--- src/rtl/r2r_dac_sequencer_if.sv ---
// Host sample stream into the R2R DAC sequencer: 8-bit samples behind a valid/ready handshake.
interface r2r_dac_sequencer_if;
    logic [7:0] s_data;
    logic       s_valid;
    logic       s_ready;

    modport master (
        output s_data,
        output s_valid,
        input  s_ready
    );

    modport slave (
        input  s_data,
        input  s_valid,
        output s_ready
    );
endinterface

--- src/rtl/r2r_dac_sequencer.sv ---
// Sample sequencer for the 8-bit R2R DAC: programmable tick divider feeding either a
// buffered host stream or an internal sawtooth/triangle generator.
module r2r_dac_sequencer #(
    parameter int unsigned DIV_W      = 8,
    parameter int unsigned FIFO_DEPTH = 4,
    localparam int unsigned AW        = $clog2(FIFO_DEPTH)
) (
    input  logic                  clk,
    input  logic                  rst,
    input  logic                  ena,
    input  logic [1:0]            mode,
    input  logic [DIV_W-1:0]      rate,
    input  logic [7:0]            step,
    input  logic                  flush,
    r2r_dac_sequencer_if.slave    strm,
    output logic [7:0]            dac_code,
    output logic                  upd,
    output logic                  underrun,
    output logic [AW:0]           fifo_level
);

    typedef enum logic [1:0] {
        ModeHold   = 2'b00,
        ModeStream = 2'b01,
        ModeSaw    = 2'b10,
        ModeTri    = 2'b11
    } mode_e;

    mode_e            mode_in;
    mode_e            mode_q;
    logic [DIV_W-1:0] cnt_q, cnt_d;
    logic [7:0]       code_q, code_d;
    logic             dir_q, dir_d;
    logic             upd_q, upd_d;
    logic             underrun_q, underrun_d;
    logic [AW:0]      level_q, level_d;
    logic [AW-1:0]    wr_ptr_q, wr_ptr_d;
    logic [AW-1:0]    rd_ptr_q, rd_ptr_d;
    logic [7:0]       mem_q [FIFO_DEPTH];

    logic       mode_chg;
    logic       tick;
    logic       fifo_empty;
    logic       fifo_full;
    logic       push;
    logic       pop;
    logic [8:0] sum9;

    assign mode_in    = mode_e'(mode);
    assign mode_chg   = (mode_in != mode_q);
    // A mode switch restarts the divider and swallows any tick in that cycle.
    assign tick       = ena && !mode_chg && (cnt_q == rate);
    assign fifo_empty = (level_q == '0);
    assign fifo_full  = (level_q == (AW+1)'(FIFO_DEPTH));

    assign strm.s_ready = !rst && !fifo_full;
    assign push         = strm.s_valid && strm.s_ready && !flush;
    assign pop          = tick && (mode_in == ModeStream) && !fifo_empty && !flush;

    assign sum9 = {1'b0, code_q} + {1'b0, step};

    always_comb begin
        cnt_d      = cnt_q;
        code_d     = code_q;
        dir_d      = dir_q;
        upd_d      = 1'b0;
        underrun_d = underrun_q;

        if (mode_chg) begin
            cnt_d = '0;
        end else if (tick) begin
            cnt_d = '0;
        end else if (ena) begin
            cnt_d = cnt_q + DIV_W'(1);
        end

        if (mode_chg && (mode_in == ModeTri)) begin
            dir_d = 1'b0;
        end

        if (tick) begin
            case (mode_in)
                ModeHold: begin
                end
                ModeStream: begin
                    // A flush cancels the pop entirely, including the underrun report.
                    if (!flush) begin
                        if (!fifo_empty) begin
                            code_d = mem_q[rd_ptr_q];
                            upd_d  = 1'b1;
                        end else begin
                            underrun_d = 1'b1;
                        end
                    end
                end
                ModeSaw: begin
                    code_d = sum9[7:0];
                    upd_d  = 1'b1;
                end
                ModeTri: begin
                    upd_d = 1'b1;
                    if (step != 8'h00) begin
                        if (!dir_q) begin
                            if (sum9 >= 9'd255) begin
                                code_d = 8'hFF;
                                dir_d  = 1'b1;
                            end else begin
                                code_d = sum9[7:0];
                            end
                        end else if (code_q <= step) begin
                            code_d = 8'h00;
                            dir_d  = 1'b0;
                        end else begin
                            code_d = code_q - step;
                        end
                    end
                end
                default: begin
                end
            endcase
        end
    end

    always_comb begin
        level_d  = level_q;
        wr_ptr_d = wr_ptr_q;
        rd_ptr_d = rd_ptr_q;
        if (flush) begin
            level_d  = '0;
            wr_ptr_d = '0;
            rd_ptr_d = '0;
        end else begin
            if (push) begin
                wr_ptr_d = wr_ptr_q + AW'(1);
            end
            if (pop) begin
                rd_ptr_d = rd_ptr_q + AW'(1);
            end
            case ({push, pop})
                2'b10:   level_d = level_q + (AW+1)'(1);
                2'b01:   level_d = level_q - (AW+1)'(1);
                default: level_d = level_q;
            endcase
        end
    end

    always_ff @(posedge clk) begin
        if (rst) begin
            mode_q     <= ModeHold;
            cnt_q      <= '0;
            code_q     <= 8'h00;
            dir_q      <= 1'b0;
            upd_q      <= 1'b0;
            underrun_q <= 1'b0;
            level_q    <= '0;
            wr_ptr_q   <= '0;
            rd_ptr_q   <= '0;
        end else begin
            mode_q     <= mode_in;
            cnt_q      <= cnt_d;
            code_q     <= code_d;
            dir_q      <= dir_d;
            upd_q      <= upd_d;
            underrun_q <= underrun_d;
            level_q    <= level_d;
            wr_ptr_q   <= wr_ptr_d;
            rd_ptr_q   <= rd_ptr_d;
        end
    end

    // Sample storage needs no reset; occupancy is tracked by level_q.
    always_ff @(posedge clk) begin
        if (push) begin
            mem_q[wr_ptr_q] <= strm.s_data;
        end
    end

    assign dac_code   = code_q;
    assign upd        = upd_q;
    assign underrun   = underrun_q;
    assign fifo_level = level_q;

endmodule

--- src/flat_wrapper.sv ---
// flat-port wrapper written by rule: the top's interface ports become plain ports
module r2r_dac_sequencer_flat 
#(
    parameter int unsigned DIV_W      = 8,
    parameter int unsigned FIFO_DEPTH = 4,
    localparam int unsigned AW        = $clog2(FIFO_DEPTH)
)
  (clk, rst, ena, mode, rate, step, flush, dac_code, upd, underrun, fifo_level, strm_s_data, strm_s_valid, strm_s_ready);
  r2r_dac_sequencer_if strm_i ();
  input  logic clk;
  input  logic rst;
  input  logic ena;
  input  logic [1:0] mode;
  input  logic [DIV_W-1:0] rate;
  input  logic [7:0] step;
  input  logic flush;
  output logic [7:0] dac_code;
  output logic upd;
  output logic underrun;
  output logic [AW:0] fifo_level;
  input wire logic [$bits(strm_i.s_data)-1:0] strm_s_data;
  input wire logic [$bits(strm_i.s_valid)-1:0] strm_s_valid;
  output wire logic [$bits(strm_i.s_ready)-1:0] strm_s_ready;
  assign strm_i.s_data = strm_s_data;
  assign strm_i.s_valid = strm_s_valid;
  assign strm_s_ready = strm_i.s_ready;
  r2r_dac_sequencer #(.DIV_W(DIV_W), .FIFO_DEPTH(FIFO_DEPTH)) u_core (.clk(clk), .rst(rst), .ena(ena), .mode(mode), .rate(rate), .step(step), .flush(flush), .strm(strm_i), .dac_code(dac_code), .upd(upd), .underrun(underrun), .fifo_level(fifo_level));
endmodule
--- config.mk ---
export PLATFORM = sky130hd
export DESIGN_NAME = r2r_dac_sequencer_flat
export DESIGN_NICKNAME = d
export VERILOG_FILES = /design/src/rtl/r2r_dac_sequencer_if.sv /design/src/rtl/r2r_dac_sequencer.sv /design/src/flat_wrapper.sv
export SDC_FILE = /design/constraint.sdc
export NUM_CORES = 1
export LEC_CHECK = 0
export BUFFER_PORTS_ARGS = -buffer_cell sky130_fd_sc_hd__buf_2
export CAP_MARGIN = 40
export CELL_PAD_IN_SITES_DETAIL_PLACEMENT = 0
export CELL_PAD_IN_SITES_GLOBAL_PLACEMENT = 1
export CORE_MARGIN = 5
export CORE_UTILIZATION = 43
export CTS_BUF_LIST = sky130_fd_sc_hd__clkbuf_4
export DETAILED_ROUTE_END_ITERATION = 10
export PLACE_DENSITY_LB_ADDON = 0.1
export SYNTH_ARGS = -nofsm -noshare
export SYNTH_HDL_FRONTEND = slang
export SYNTH_SLANG_ARGS = --single-unit
--- constraint.sdc ---
create_clock -name clk -period 2.56 [get_ports clk]
set_clock_uncertainty 0.15 [all_clocks]
set_input_delay 0.128 -clock clk [delete_from_list [all_inputs] [get_ports clk]]
set_output_delay 0.128 -clock clk [all_outputs]
set_load 0.005 [all_outputs]
---- Word level (Yosys, flattened, before mapping) ----
Memories as Yosys holds them, arrays and structs flattened. A register that Yosys moved wholly into a read port is not among the register bits.
Cells that the tools add are included.
operators by class
  div/mod/pow operators ................... 0
  multiply operators ...................... 0
  reductions and logical operators ........ 24
  bitwise gates (word level) .............. 2
  $add $sub $neg .......................... 7
  eq/ne operators ......................... 11
  shifts and indexed selects .............. 0
  $lt $le $gt $ge ......................... 2
  multiplexer cells ....................... 22
operators with widths
  kind                                                                number
  2-to-1 mux 8 bit                                                    6
  one-hot mux 8 bit (3 select lines)                                  1
  2-to-1 mux 1 bit                                                    11
  adder 8 x 8 -> 9 bit                                                1
  greater-or-equal comparator 9 x 8 -> 1 bit (second input constant)  1
  logical AND 1 bit                                                   9
  adder 8 x 1 -> 8 bit (second input constant)                        1
  equality test 8 bit                                                 1
  less-or-equal comparator 8 bit                                      1
  nonzero test 8 bit                                                  1
  subtractor 8 bit                                                    1
  equality test 2 bit (second input constant)                         3
  != test 2 bit (second input constant)                               3
  one-hot mux 3 bit (2 select lines)                                  1
  OR reduction 2 bit                                                  3
  logical NOT 1 bit                                                   5
  AND reduction 5 bit                                                 1
  adder 2 x 1 -> 2 bit (second input constant)                        2
  equality test 2 x 1 -> 1 bit (second input constant)                2
  2-to-1 mux 2 bit                                                    2
  AND reduction 4 bit                                                 1
  adder 3 x 1 -> 3 bit (second input constant)                        1
  equality test 3 bit (second input constant)                         1
  logical NOT 3 bit                                                   1
  other kinds (7)                                                     8
word-level totals
  bits in read-only memories .............. 0
  output and inout bits ................... 14
  latch bits .............................. 0
  word-level logic and storage cells ...... 78
  memories kept ........................... 1
  bits in registers ....................... 28
  memory bits (writable) .................. 32
  bits of input ports ..................... 31
memory list
  memory        words  bits a word  rd ports  clocked after memory_dff  wr ports  RTL line                 source
  u_core.mem_q  4      8            1         1                         1         r2r_dac_sequencer.sv:39  logic [7:0] mem_q [FIFO_DEPTH];

---- Logic depth before layout (Yosys ltp) ----
Gate-level depths: netlist of run 1.
  depth in word-level cells ............... 9
  mapped depth ............................ 11

---- Worst setup path before layout of run 1 ----
Ideal clock, no wire load.
  path kind ............................... reg2reg
  from .................................... reg u_core.cnt_q[0]
  to ...................................... reg u_core.level_q[2] (netlist: u_core.fifo_level[2])
  arrival ................................. 2.356 ns
  path slack .............................. -0.016 ns
  library setup time ...................... 0.070 ns
  data required time ...................... 2.340 ns
  stages on the path, launching flop included .. 11
  cell sequence ........................... dfxtp_1 -> xnor2_1 -> nand3_1 -> nor4_4 -> and3b_1 -> ha_1 -> inv_1 -> fa_1 -> xor2_1 -> or3_1 -> a21oi_1
between the ends
  longest elaborated chain between the ends .. 7
  elaborated cells between the ends (all ways) .. 9
ends and longest elaborated chain
  element                                                                          RTL line                  source
  start, declared                                                                  r2r_dac_sequencer.sv:31   logic [DIV_W-1:0] cnt_q, cnt_d;
  start signal, assigned                                                           r2r_dac_sequencer.sv:160  cnt_q <= cnt_d;
  equality test 8 bit *                                                            r2r_dac_sequencer.sv:52   assign tick = ena && !mode_chg && (cnt_q == rate);
  logical AND 1 bit *                                                              r2r_dac_sequencer.sv:52
  logical AND 1 bit * (3 in series)                                                r2r_dac_sequencer.sv:58   assign pop = tick && (mode_in == ModeStream) && !fifo_empty && !flush;
  net u_core.pop                                                                   r2r_dac_sequencer.sv:46   logic pop;
  equality test 2 x 1 -> 1 bit / equality test 2 bit (equally long branches)       r2r_dac_sequencer.sv:139  case ({push, pop})
  one-hot mux 3 bit (2 select lines) / nonzero test 2 bit (equally long branches)  --
  end signal, assigned                                                             r2r_dac_sequencer.sv:165  level_q <= level_d;
  end, declared                                                                    r2r_dac_sequencer.sv:36   logic [AW:0] level_q, level_d;
The timed path passes the listed nets; every way through them passes the cells marked *.
A chain may end at the register's enable or synchronous reset.

---- Worst setup path in the final report of run 1 ----
Same ends and word-level chain as after synthesis.

==> results of run 1 <==
==> layer usage <==
metal | global-route usage | share of wire | up-vias
met5 | 0 | 0 | -
met4 | 0.0695 | 0.020 | 0
met3 | 0.0457 | 0.051 | 11
met2 | 0.278 | 0.48 | 66
met1 | 0.209 | 0.45 | 1280
li1 | - | - | 1395
==> path summary, 6_finish.rpt <==
kind	endpoint	from
worst max-delay path	u_core.fifo_level[2]	u_core.cnt_q[0]
worst min register to register	u_core.underrun	u_core.underrun
worst max register to register	u_core.fifo_level[2]	u_core.cnt_q[0]
worst min-delay path	u_core.mode_q[1]	mode[1]
==> area by class of cell <==
type	instances	area share
sequential	62	0.348
clock buffer	9	0.0150
tap	105	0.0291
timing repair buffer	93	0.139
inverter	23	0.0191
clock inverter	7	0.0219
multi-input combinational	239	0.428
==> state kept, by name, indices dropped and copies added (netlist names), named ones only <==
register           flops
u_core.mem_q          32
u_core.cnt_q           8
u_core.dac_code        8
u_core.fifo_level      3
u_core.mode_q          2
u_core.rd_ptr_q        2
u_core.wr_ptr_q        2
u_core.dir_q           1
u_core.underrun        1
u_core.upd             1
==> power by group <==
| group | internal [mW] | switching, mW |
|---|---|---|
| clock network | 0.399 | 0.387 |
| registers | 1.05 | 0.00473 |
| logic | 0.101 | 0.114 |
==> through the flow <==
stage / cells / utilization
CTS: 535 / 0.541
finish: 538 / 0.555
global route: 538 / 0.555
global placement: 500 / 0.496
detailed placement: 500 / 0.496
floorplan: 338 / -
==> Yosys cell counts, drive strengths merged (2+ instances only) <==
cell | number | area [um2]
nor2 | 41 | 156
a21oi | 13 | 65.1
nor4 | 3 | 33.8
a22oi | 2 | 15.0
ha | 22 | 275
mux4 | 8 | 180
buf | 7 | 47.5
inv | 23 | 86.3
o221ai | 3 | 32.5
or2 | 2 | 12.5
edfxtp | 32 | 961
or3 | 3 | 18.8
nand3 | 7 | 35.0
dfxtp | 30 | 601
clkbuf | 7 | 26.3
and2 | 4 | 25.0
nor2b | 10 | 62.6
fa | 3 | 60.1
nor3 | 6 | 30.0
nand2b | 4 | 25.0
nand2 | 20 | 75.1
nand4 | 4 | 25.0
xnor2 | 23 | 201
o21bai | 4 | 41.3
a311oi | 6 | 58.8
xor2 | 10 | 87.6
a31oi | 5 | 31.3
a211oi | 3 | 22.5
o21ai | 14 | 70.1
mux2i | 2 | 20.0
and4 | 2 | 17.5
==> critical path, cell delays in order, from the launching register on <==
cell and delay (ns):
dfxtp_2 0.36, xnor2_2 0.18, nand3_2 0.11, nor4_4 0.24, and3b_2 0.28, ha_4 0.15
inv_2 0.03, fa_2 0.33, xor2_1 0.15, or3_1 0.32, a21oi_2 0.12
==> cells by family (layout without fill, tap and decap cells) <==
kind of cell               after synthesis  in the layout  share of synthesized area
adders and majority gates               25             25                     0.0944
muxes                                   10             10                     0.0564
AOI/OAI and AO/OA                       63             63                      0.133
DFF                                     62             62                      0.440
xor gates and xnor gates                33             33                     0.0814
buffers and inverters                   37            132                     0.0451
and+or+nand+nor                        108            108                      0.150
==> timing repair <==
item,in CTS,in global routing
resized for setup,9,20
hold buffers,14,0
hold endpoints to repair,58,0
setup buffers,5,4
pin swaps,13,8
endpoints found under the setup margin,2,8
==> flow_metrics.tcl, run 1 <==
set metrics [dict create \
    status "complete, no violations" \
    clock_sinks 62 \
    n_antenna_cell 0 \
    cp-end-kind "flip-flop" \
    clk_path_buf_depth 2 \
    drc 0 \
    power.density_nw_per_um2 455 \
    place_hpwl_um 5990 \
    worst_setup_path_start_kind "flip-flop" \
    min_period_over_period 0.967 \
    syn_nets 394 \
    leakagePower_nw 1.79 \
    crit_arrival_ns 2.67 \
    die_x_um 101 \
    avgSynthCellArea_um2 10.5 \
    numCtsBuffers 9 \
    yosysUniqueCellTypes 55 \
    synth_warnings 0 \
    drt_wl_total_um 8190 \
    antenna_found_initial 0 \
    cts_tree "done" \
    worst_r2r_path_depth 10 \
    wire_per_inst_um 15.2 \
    dpl-instance-area_um2 4040 \
    ir_drop_uv 336 \
    die_area_um2 10200 \
    holdCritPathClass "primary input to flip-flop" \
    hold_depth 3 \
    synth_seq_cells 62 \
    synth_edf_count 32 \
    drt_iter0_drc 111 \
    core_um2 8130 \
    path_max_fanout 2 \
    grt_max_degree 22 \
    regArea_um2 1570 \
    final_cell_area_um2 4510 \
    worstPathRequired_ns 2.76 \
    h-tree-depth 3 \
    setup_viol 0 \
    clk_latency_ns 0.41 \
    fin_crit_ns 2.47 \
    finalPower_mw 2.06 \
    place_congestion 0.894 \
    die_y_um 101 \
    nNetsFinal 484 \
    multi_input_area_um2 1930 \
    synthCells 338 \
    syn_to_final_growth_pct 27.1 \
    overflow 0 \
    crit_type "flip-flop to flip-flop" \
    fin_hold_ws_ns 0.0433 \
    worstMarginPinSlew_ns 0.548 \
    place_ws_ns -0.0418 \
    fill_cells 731 \
    synth_area_um2 3550 \
    root_buffer "clkbuf_4" \
    slew_violations 0 \
    hold_viol 0 \
    grt_pass1_wl_um 13400 \
    fmax_mhz 404 \
    drive_gt1_frac 0.321 \
    grt_pass1_vias 2807 \
    num_rows 33 \
    relSlewSlack 0.634 \
    setup_slack_ns 0.0852 \
    final.setup.tns_ns 0 \
    grt_usage 0.169 \
    clk_transition_reported_paths_ns 0.12 \
    dr.pass1.iters 4 \
    synthArstFlopShare 0 \
    vias 2752 \
    rsz0062_at_grt "true" \
    initial_core_util 0.437 \
    yosysSeqAreaShare 0.440 \
    maxCapViolations 0 \
    reg2reg_slack_ns 0.09 \
    ios 45 \
    synth_ff_type "edfxtp_1" \
    layout_commonest_cell "buf_2" \
    ant_nets 0 \
    via_per_inst 5.12 \
    final_cell_mix "43 x buf_2, 39 x nor2_1, 36 x buf_4, 32 x edfxtp_1, 23 x dfxtp_1" \
    port_buffers 44 \
]
No activity file was read; power rests on OpenSTA's default activity.
==> inputs of run 2 (changes only) <==
--- a/config.mk
+++ b/config.mk
@@ -13,7 +13,9 @@
 export CORE_UTILIZATION = 43
 export CTS_BUF_LIST = sky130_fd_sc_hd__clkbuf_4
 export DETAILED_ROUTE_END_ITERATION = 10
+export MAX_ROUTING_LAYER = met4
 export PLACE_DENSITY_LB_ADDON = 0.1
 export SYNTH_ARGS = -nofsm -noshare
 export SYNTH_HDL_FRONTEND = slang
 export SYNTH_SLANG_ARGS = --single-unit
+export TNS_END_PERCENT = 100
==> run 2 against run 1 <==
Cell count did not move. Critical path depth did not move. Setup slack lost 0.0035 ns. Clock power about the same. Sequential cell count unchanged. Sequential share of layout area stayed put. Routed wire length fell by 0.23%. Global-route usage grew 0.49 points. Sequential power about the same. Register-to-register slack about the same. Critical path type unchanged. Largest power group unchanged.
==> flow_metrics.tcl, run 2 (same netlist as run 1, synthesis figures left out) <==
set metrics [dict create \
    largest_register_ffs 32 \
    maxCapViolations 0 \
    leakagePower_nw 1.79 \
    nNetsFinal 484 \
    rr_startpoint "u_core.cnt_q[0]" \
    place_congestion 0.909 \
    antenna_found_initial 0 \
    fin_crit_ns 2.48 \
    layout_commonest_cell "buf_2" \
    wl_met1_um 3670 \
    drc 0 \
    vias 2769 \
    cts_tree "done" \
    grt_pass1_vias 2813 \
    ios 45 \
    overflow 0 \
    place_ws_ns -0.0418 \
    min_to "u_core.mode_q[1]" \
    relSlewSlack 0.637 \
    min_period_over_period 0.968 \
    clk_transition_reported_paths_ns 0.12 \
    setup_viol 0 \
    worst_setup_path_start_kind "flip-flop" \
    n_antenna_cell 0 \
    drt_iter0_drc 120 \
    wl_met3_um 433 \
    power.density_nw_per_um2 455 \
    hp-start "mode[1]" \
    place_hpwl_um 5990 \
    port_buffers 44 \
    worstMarginPinSlew_ns 0.544 \
    fill_cells 731 \
    die_x_um 101 \
    fmax_mhz 404 \
    grt_pass1_wl_um 13400 \
    h-tree-depth 3 \
    holdCritPathClass "primary input to flip-flop" \
    hold_viol 0 \
    r2r_end "u_core.fifo_level[2]" \
    top_layer "met4" \
    core_um2 8130 \
    grt_max_degree 22 \
    final_cell_mix "43 x buf_2, 39 x nor2_1, 36 x buf_4, 32 x edfxtp_1, 23 x dfxtp_1" \
    worstPathRequired_ns 2.76 \
    ir_drop_uv 337 \
    via_per_inst 5.15 \
    die_y_um 101 \
    syn_to_final_growth_pct 27.1 \
    numCtsBuffers 9 \
    clk_latency_ns 0.41 \
    finalPower_mw 2.06 \
    final.setup.tns_ns 0 \
    drt_wl_total_um 8170 \
    root_buffer "clkbuf_4" \
    status "complete, no violations" \
    rsz0062_at_grt "true" \
    crit_type "flip-flop to flip-flop" \
    num_rows 33 \
    hold_depth 3 \
    setup_slack_ns 0.0818 \
    placed_cells 500 \
    dr.pass1.iters 4 \
    final_util 0.555 \
    worst_r2r_path_depth 10 \
    cp-end-kind "flip-flop" \
    initial_core_util 0.437 \
    wl_met2_um 3890 \
    clk_path_buf_depth 2 \
    drive_gt1_frac 0.321 \
    die_area_um2 10200 \
    reg2reg_slack_ns 0.08 \
    slew_violations 0 \
    clock_sinks 62 \
    wire_per_inst_um 15.2 \
    fin_cells 538 \
    largest_register "u_core.mem_q" \
    grt_usage 0.174 \
    path_max_fanout 2 \
    ant_nets 0 \
    crit_arrival_ns 2.67 \
]
-- run 2: cell counts in the layout (fill, tap and decap cells not counted) --
No cell type changed its count.
-- run 2: layout make-up --
type	instances	area, um2	area share
Sequential cell	62	1570	0.348
Inverter	23	86.3	0.0191
Clock buffer	9	67.6	0.0150
Timing Repair Buffer	93	626	0.139
Multi-Input combinational cell	239	1930	0.428
Clock inverter	7	98.8	0.0219
Tap cell	105	131	0.0291
-- run 2: timing repair --
action | CTS | global route
hold buffers | 14 | 0
resized for setup | 9 | 20
hold endpoints to repair | 58 | 0
buffers inserted | 5 | 4
endpoints found under the setup margin | 2 | 8
pin swaps | 13 | 8
-- run 2: layer usage --
layer | track usage | vias to the layer above
li1 | - | 1395
met1 | 0.210 | 1290
met2 | 0.277 | 68
met3 | 0.0457 | 16
met4 | 0.0695 | 0
met5 | - | -
-- run 2: report_power, final --
group | internal [mW] | total [mW] | switching (mW) | leakage, nW
registers | 1.05 | 1.06 | 0.00473 | 0.535
clock network | 0.399 | 0.786 | 0.387 | 0.0861
logic | 0.101 | 0.214 | 0.114 | 1.16
total | 1.55 | 2.06 | 0.505 | 1.79
-- run 2: worst max-delay path by stage --
stage | startpoint | to | slack, ns | depth (start not counted)
final | u_core.cnt_q[0] | u_core.fifo_level[2] | 0.08 | 10
after global routing | u_core.dac_code[1] | u_core.dac_code[7] | -0.03 | 9
after floorplan | u_core.cnt_q[6] | u_core.fifo_level[2] | 0.005 | 10
after CTS | u_core.dac_code[0] | u_core.dac_code[7] | 0.02 | 10
after detailed placement | u_core.cnt_q[7] | u_core.fifo_level[2] | -0.04 | 10
after global placement | u_core.dac_code[1] | u_core.dac_code[7] | 0.03 | 9
-- run 2: worst max-delay path, cell delays in order (launching register included) --
cell	delay [ns]
dfxtp_2	0.36
xnor2_2	0.18
nand3_2	0.11
nor4_4	0.24
and3b_2	0.28
ha_4	0.15
inv_2	0.03
fa_2	0.33
xor2_1	0.15
or3_1	0.32
a21oi_2	0.12
-- run 2: per-stage QoR --
| step | area (um2) | hold slack, ns |
|---|---|---|
| 2_1_floorplan | 3550 | 0.0459 |
| 3_3_place_gp | 4040 | 0.193 |
| 3_5_place_dp | 4040 | 0.194 |
| 4_1_cts | 4400 | 0.00821 |
| 5_1_grt | 4510 | 0.0195 |
| 6_report | 4510 | 0.0418 |
